`src/rtl/sw_port_pkg.sv`:
```
// Shared types and defaults for the SW switch-bus input port.
package sw_port_pkg;

    localparam int SW_W                = 8;
    localparam int DEF_DEBOUNCE_CYCLES = 4;
    localparam int DEF_FIFO_DEPTH      = 4;

    typedef logic [SW_W-1:0] sw_event_t;

    // Counter width helper: never narrower than one bit.
    function automatic int min1_clog2(input int n);
        return (n > 1) ? $clog2(n) : 1;
    endfunction

endpackage

```
`src/rtl/sw_input_port_fifo.sv`:
```
// Synchronous event FIFO with registered pop data and a one-cycle read-valid pulse.
module sync_fifo #(
    parameter  int WIDTH   = 8,
    parameter  int DEPTH   = 4,
    localparam int PTR_W   = $clog2(DEPTH),
    localparam int COUNT_W = $clog2(DEPTH + 1)
) (
    input  logic               i_clk,
    input  logic               i_rst_n,
    input  logic               i_push,
    input  logic [WIDTH-1:0]   i_push_data,
    input  logic               i_pop,
    output logic [WIDTH-1:0]   o_rd_data,
    output logic               o_rd_valid,
    output logic               o_full,
    output logic               o_empty,
    output logic [COUNT_W-1:0] o_count
);

    logic [WIDTH-1:0]   r_mem [DEPTH];
    logic [PTR_W-1:0]   r_wr_ptr;
    logic [PTR_W-1:0]   r_rd_ptr;
    logic [COUNT_W-1:0] r_count;
    logic [WIDTH-1:0]   r_rd_data;
    logic               r_rd_valid;

    logic w_full;
    logic w_empty;
    logic w_pop_ok;
    logic w_push_ok;

    assign w_full    = (r_count == COUNT_W'(DEPTH));
    assign w_empty   = (r_count == '0);
    assign w_pop_ok  = i_pop && !w_empty;
    // A push into a full FIFO still lands when the same edge frees a slot.
    assign w_push_ok = i_push && (!w_full || w_pop_ok);

    always_ff @(posedge i_clk) begin
        if (w_push_ok) begin
            r_mem[r_wr_ptr] <= i_push_data;
        end
    end

    always_ff @(posedge i_clk or negedge i_rst_n) begin
        if (!i_rst_n) begin
            r_wr_ptr   <= '0;
            r_rd_ptr   <= '0;
            r_count    <= '0;
            r_rd_data  <= '0;
            r_rd_valid <= 1'b0;
        end else begin
            r_rd_valid <= w_pop_ok;
            if (w_push_ok) begin
                r_wr_ptr <= r_wr_ptr + 1'b1;
            end
            if (w_pop_ok) begin
                r_rd_data <= r_mem[r_rd_ptr];
                r_rd_ptr  <= r_rd_ptr + 1'b1;
            end
            case ({w_push_ok, w_pop_ok})
                2'b10:   r_count <= r_count + 1'b1;
                2'b01:   r_count <= r_count - 1'b1;
                default: r_count <= r_count;
            endcase
        end
    end

    assign o_rd_data  = r_rd_data;
    assign o_rd_valid = r_rd_valid;
    assign o_full     = w_full;
    assign o_empty    = w_empty;
    assign o_count    = r_count;

endmodule

```
`src/rtl/sw_input_port.sv`:
```
// SW bus reader: 2-flop sync, whole-bus debounce, change events queued for the core.
module sw_input_port
    import sw_port_pkg::*;
#(
    parameter int DEBOUNCE_CYCLES = DEF_DEBOUNCE_CYCLES,
    parameter int FIFO_DEPTH      = DEF_FIFO_DEPTH,
    parameter int CNT_W           = min1_clog2(DEBOUNCE_CYCLES)
) (
    input  logic                              clk,
    input  logic                              rst_n,
    input  sw_event_t                         sw_in,
    input  logic                              rd_en,
    input  logic                              ovf_clr,
    output sw_event_t                         sw_stable,
    output sw_event_t                         rd_data,
    output logic                              rd_valid,
    output logic                              empty,
    output logic [$clog2(FIFO_DEPTH+1)-1:0]   count,
    output logic                              overflow
);

    localparam logic [CNT_W-1:0] CNT_MAX = CNT_W'(DEBOUNCE_CYCLES - 1);

    sw_event_t        r_s1;
    sw_event_t        r_s2;
    sw_event_t        r_cand;
    sw_event_t        r_stable;
    logic [CNT_W-1:0] r_cnt;
    logic             r_overflow;

    logic w_accept;
    logic w_fifo_full;
    logic w_fifo_empty;
    logic w_pop_ok;
    logic w_drop;

    always_ff @(posedge clk or negedge rst_n) begin
        if (!rst_n) begin
            r_s1 <= '0;
            r_s2 <= '0;
        end else begin
            r_s1 <= sw_in;
            r_s2 <= r_s1;
        end
    end

    // Accept when the candidate has held for the full window and differs from sw_stable.
    assign w_accept = (r_s2 == r_cand) && (r_cnt == CNT_MAX) && (r_cand != r_stable);

    always_ff @(posedge clk or negedge rst_n) begin
        if (!rst_n) begin
            r_cand   <= '0;
            r_cnt    <= '0;
            r_stable <= '0;
        end else begin
            if (r_s2 != r_cand) begin
                r_cand <= r_s2;
                r_cnt  <= '0;
            end else if (r_cnt != CNT_MAX) begin
                r_cnt <= r_cnt + 1'b1;
            end else if (w_accept) begin
                r_stable <= r_cand;
            end
        end
    end

    assign w_pop_ok = rd_en && !w_fifo_empty;
    assign w_drop   = w_accept && w_fifo_full && !w_pop_ok;

    // A drop on the same edge as ovf_clr leaves the flag set.
    always_ff @(posedge clk or negedge rst_n) begin
        if (!rst_n) begin
            r_overflow <= 1'b0;
        end else if (w_drop) begin
            r_overflow <= 1'b1;
        end else if (ovf_clr) begin
            r_overflow <= 1'b0;
        end
    end

    sync_fifo #(
        .WIDTH (SW_W),
        .DEPTH (FIFO_DEPTH)
    ) u_fifo (
        .i_clk       (clk),
        .i_rst_n     (rst_n),
        .i_push      (w_accept),
        .i_push_data (r_cand),
        .i_pop       (rd_en),
        .o_rd_data   (rd_data),
        .o_rd_valid  (rd_valid),
        .o_full      (w_fifo_full),
        .o_empty     (w_fifo_empty),
        .o_count     (count)
    );

    assign sw_stable = r_stable;
    assign empty     = w_fifo_empty;
    assign overflow  = r_overflow;

endmodule
```
`config.mk`:
```
export PLATFORM = sky130hd
export DESIGN_NAME = sw_input_port
export DESIGN_NICKNAME = d
export VERILOG_FILES = /design/src/rtl/sw_port_pkg.sv /design/src/rtl/sw_input_port_fifo.sv /design/src/rtl/sw_input_port.sv
export SDC_FILE = /design/constraint.sdc
export NUM_CORES = 1
export LEC_CHECK = 0
export CORE_MARGIN = 5
export CORE_UTILIZATION = 29
export DETAILED_ROUTE_END_ITERATION = 7
export SYNTH_ARGS = -nofsm -noshare
export SYNTH_HDL_FRONTEND = slang
export SYNTH_SLANG_ARGS = --single-unit
```
`constraint.sdc`:
```
create_clock -name clk -period 3.5 [get_ports clk]
set_clock_uncertainty 0.15 [all_clocks]
set_input_delay 0.7 -clock clk [delete_from_list [all_inputs] [get_ports clk]]
set_output_delay 0.7 -clock clk [all_outputs]
set_load 0.02 [all_outputs]
```
==> flow_metrics.env <==
export IMPL_die_x_um=115.1
export IMPL_postSynthCellCount=218
export IMPL_cap_violations=0
export IMPL_yosys_warnings=0
export IMPL_cts_setup_buffers=0
export IMPL_hp_class="flop to flop"
export IMPL_syn_avg_cell_area_um2=14.69
export IMPL_worstSkewPairLatency_ns=0.34
export IMPL_cts_sinks=83
export IMPL_combPwrFrac=0.225
export IMPL_final_hold_viol_count=0
export IMPL_synth_area_leaders="dfrtp_1 40%, edfxtp_1 30%, nand2_1 6.0%"
export IMPL_ioPinCount=34
export IMPL_num_rows=38
export IMPL_fin_area_mm2=0.003850
export IMPL_tns_ns=0
export IMPL_synth_top_cells_by_count="51 x dfrtp_1, 51 x nand2_1, 32 x edfxtp_1"
export IMPL_p_per_area_mw_per_mm2=628.9
export IMPL_max_freq_mhz=344.5
export IMPL_track_usage=0.09200
export IMPL_cp_end_kind="flop"
export IMPL_dr_pass1_iters=4
export IMPL_dpl_hpwl_um=3991
export IMPL_dp_cells=379
export IMPL_syn_area_mm2=0.003203
export IMPL_synth_area_leader_cell="dfrtp_1"
export IMPL_vias=1689
export IMPL_antenna_left=0
export IMPL_netSwitchingPower_mw=0.6732
export IMPL_fin_crit_sh=0.8294
export IMPL_p_sw_frac=0.2780
export IMPL_final_instance_count_excl_fill=395
export IMPL_die_h_um=115.1
export IMPL_core_area_mm2=0.01084
export IMPL_r2r_cells=7
export IMPL_rsz0062_at_grt="no"
export IMPL_dieArea_mm2=0.01325
export IMPL_r2r_start="r_cand[7]"
export IMPL_initial_core_util=0.2955
export IMPL_synth_seq_cells=83
export IMPL_crit_required_ns=3.58
export IMPL_peakVddDrop_uv=248.2
export IMPL_max_slew_worst_pin_slew_ns=0.9899
export IMPL_cp_max_fo=17
export IMPL_synthArstFlopShare=0.6145
export IMPL_syn_to_final_growth_pct=20.20
export IMPL_holdPathStages=0
export IMPL_slew_headroom=0.3394
export IMPL_antenna_found_initial=0
export IMPL_p_leak_nw=1.549
export IMPL_p_int_mw=1.748
export IMPL_finalMaxSlewViolations=0
export IMPL_grt_max_degree=33
export IMPL_min_to="r_s2[1]"
export IMPL_hp_start="r_s1[1]"
export IMPL_nNetsFinal=268
export IMPL_placed_cell_area_mm2=0.003662
export IMPL_run_status="finished, final reports clean"
export IMPL_setup_viol=0
export IMPL_cts_buffer_depth=2
export IMPL_wl_per_cell_um=14.11
export IMPL_clkPwrFrac=0.270
export IMPL_synth_top_cell_area_share=0.3984
export IMPL_clk_pin_slew_ns=0.07
export IMPL_synth_cell_types=33
export IMPL_fin_util=0.3551
export IMPL_place_gp_congestion=0.8153
export IMPL_grt_overflow_total=0
export IMPL_grt_pass1_vias=1789
export IMPL_worstSetupStartpointType="flop"
export IMPL_cts_hold_buffers=0
export IMPL_drt_iter0_markers=91
export IMPL_cts_made_buffers=9
export IMPL_synth_net_count=236
export IMPL_ys_seq_area_frac=0.6984
export IMPL_synth_ff_type="dfrtp_1"
export IMPL_root_buffer="clkbuf_8"
export IMPL_r2r_end="u_fifo.o_count[2]"
export IMPL_cts_tree="done"
export IMPL_synth_edf_count=32
export IMPL_wirelength_um=5574
export IMPL_io_buffer_count=33
export IMPL_r2r_setup_slack_ns=0.60
export IMPL_grt_first_pass_wirelength_um=9252
export IMPL_antenna_cells=0
export IMPL_fin_crit_ns=2.903
export IMPL_pwr_share_seq=0.505
export IMPL_drcViolationCount=0
export IMPL_drive_gt1_frac=0.1137
export IMPL_htreeDepth=3
export IMPL_cts_resized=0
export IMPL_crit_type="flop to flop"
export IMPL_cp_arrival_ns=2.98
export IMPL_viasPerCell=4.276
[cells by family (layout without fill, tap and decap cells)]
logic type	count (synthesis)	after routing	share of synthesized area
AND/OR/NAND/NOR	71	71	0.1063
flip-flops	83	83	0.6984
buffers and inverters	19	56	0.02343
adder cells (fa/ha/maj)	6	6	0.02578
AO/OA/AOI/OAI	7	7	0.01992
multiplexers	11	11	0.06875
XOR/XNOR	21	21	0.05742
[layout make-up]
cell class	instances	area (µm²)
clock buffers	12	145.1
repair buffers	35	340.3
clock inverters	4	42.54
well taps	140	175.2
inverters	5	18.77
multi-input cells	116	890.9
fillers	1079	6990
flip-flops and latches	83	2237
[power by group through the flow]
stage | registers [mW] | logic, mW | clock network [mW]
after global routing | 1.25 | 0.594 | 0.721
after floorplan | 1.26 | 0.312 | 0
after detailed placement | 1.25 | 0.556 | 0
final | 1.22 | 0.546 | 0.653
after global placement | 1.25 | 0.547 | 0
after CTS | 1.23 | 0.555 | 0.676
[cell usage in the layout (no fill, tap or decap)]
cell	synthesis	layout
o21ai_0	1	1
nand2b_1	1	1
mux4_2	8	8
clkbuf_8	0	10
nor2_1	3	3
and2_1	1	1
a221oi_2	1	1
nand2_1	51	51
inv_1	4	4
mux2_4	2	2
clkinv_2	0	1
o2111a_2	1	1
nand4_1	2	2
bufinv_16	0	1
fa_1	1	1
ha_1	5	5
dfrtp_1	51	51
buf_4	0	2
nor4_4	2	2
clkinv_1	1	3
a41oi_1	1	1
mux2i_1	1	1
clkdlybuf4s50_1	0	32
and3_1	5	5
nor3_1	2	2
o21a_1	1	1
clkbuf_1	10	2
nand3_1	1	1
or3_1	1	1
o22ai_1	1	1
o2111ai_1	1	1
buf_2	3	1
edfxtp_1	32	32
or4_1	1	1
xor2_1	9	9
nor4bb_1	1	1
xnor2_1	12	12
[per-stage QoR]
step                hold slack (ns)  setup slack [ns]  total power [mW]
finish                       0.2000            0.5971             2.421
global route                 0.2054            0.4439             2.564
CTS                          0.2031            0.6021             2.462
detailed placement           0.1862            0.6145             1.805
global placement             0.1824            0.6885             1.795
floorplan                    0.1812            0.5388             1.574
[worst max-delay path: stages (launching register included)]
cell and delay [ns]:
dfrtp_1 0.47, xor2_1 0.22, nor4_4 0.37, o2111a_2 0.47, nor2_1 0.09, fa_1 0.39
or3_1 0.39, a221oi_2 0.25
[sequential cells by signal (all words and copies together), names as in the netlist]
register	cells
r_s2	8
r_s1	8
u_fifo.r_rd_ptr	2
u_fifo.o_rd_data	8
r_cand	8
r_cnt	2
u_fifo.o_rd_valid	1
u_fifo.r_wr_ptr	2
u_fifo.r_mem	32
overflow	1
sw_stable	8
u_fifo.o_count	3
[per-layer routing]
layer,wire length [µm],up-vias,share of wire,track usage
met4,53,0,0.0095,0.04460
met5,0,-,0,0
met3,218,4,0.039,0.02368
met1,2582,842,0.46,0.1182
li1,-,806,-,-
met2,2719,37,0.49,0.1451
[worst max path at each step]
stage                        endpoint              start  slack [ns]  cells after the start
finish              u_fifo.o_count[2]          r_cand[7]        0.60                      7
global route        u_fifo.o_count[2]          r_cand[3]        0.44                      7
CTS                 u_fifo.o_count[2]          r_cand[1]        0.60                      7
detailed placement  u_fifo.o_count[2]          r_cand[7]        0.61                      7
global placement    u_fifo.o_count[2]          r_cand[7]        0.69                      7
floorplan           u_fifo.o_count[2]  u_fifo.o_count[1]        0.54                      7
(Power assumes the default switching activity.)
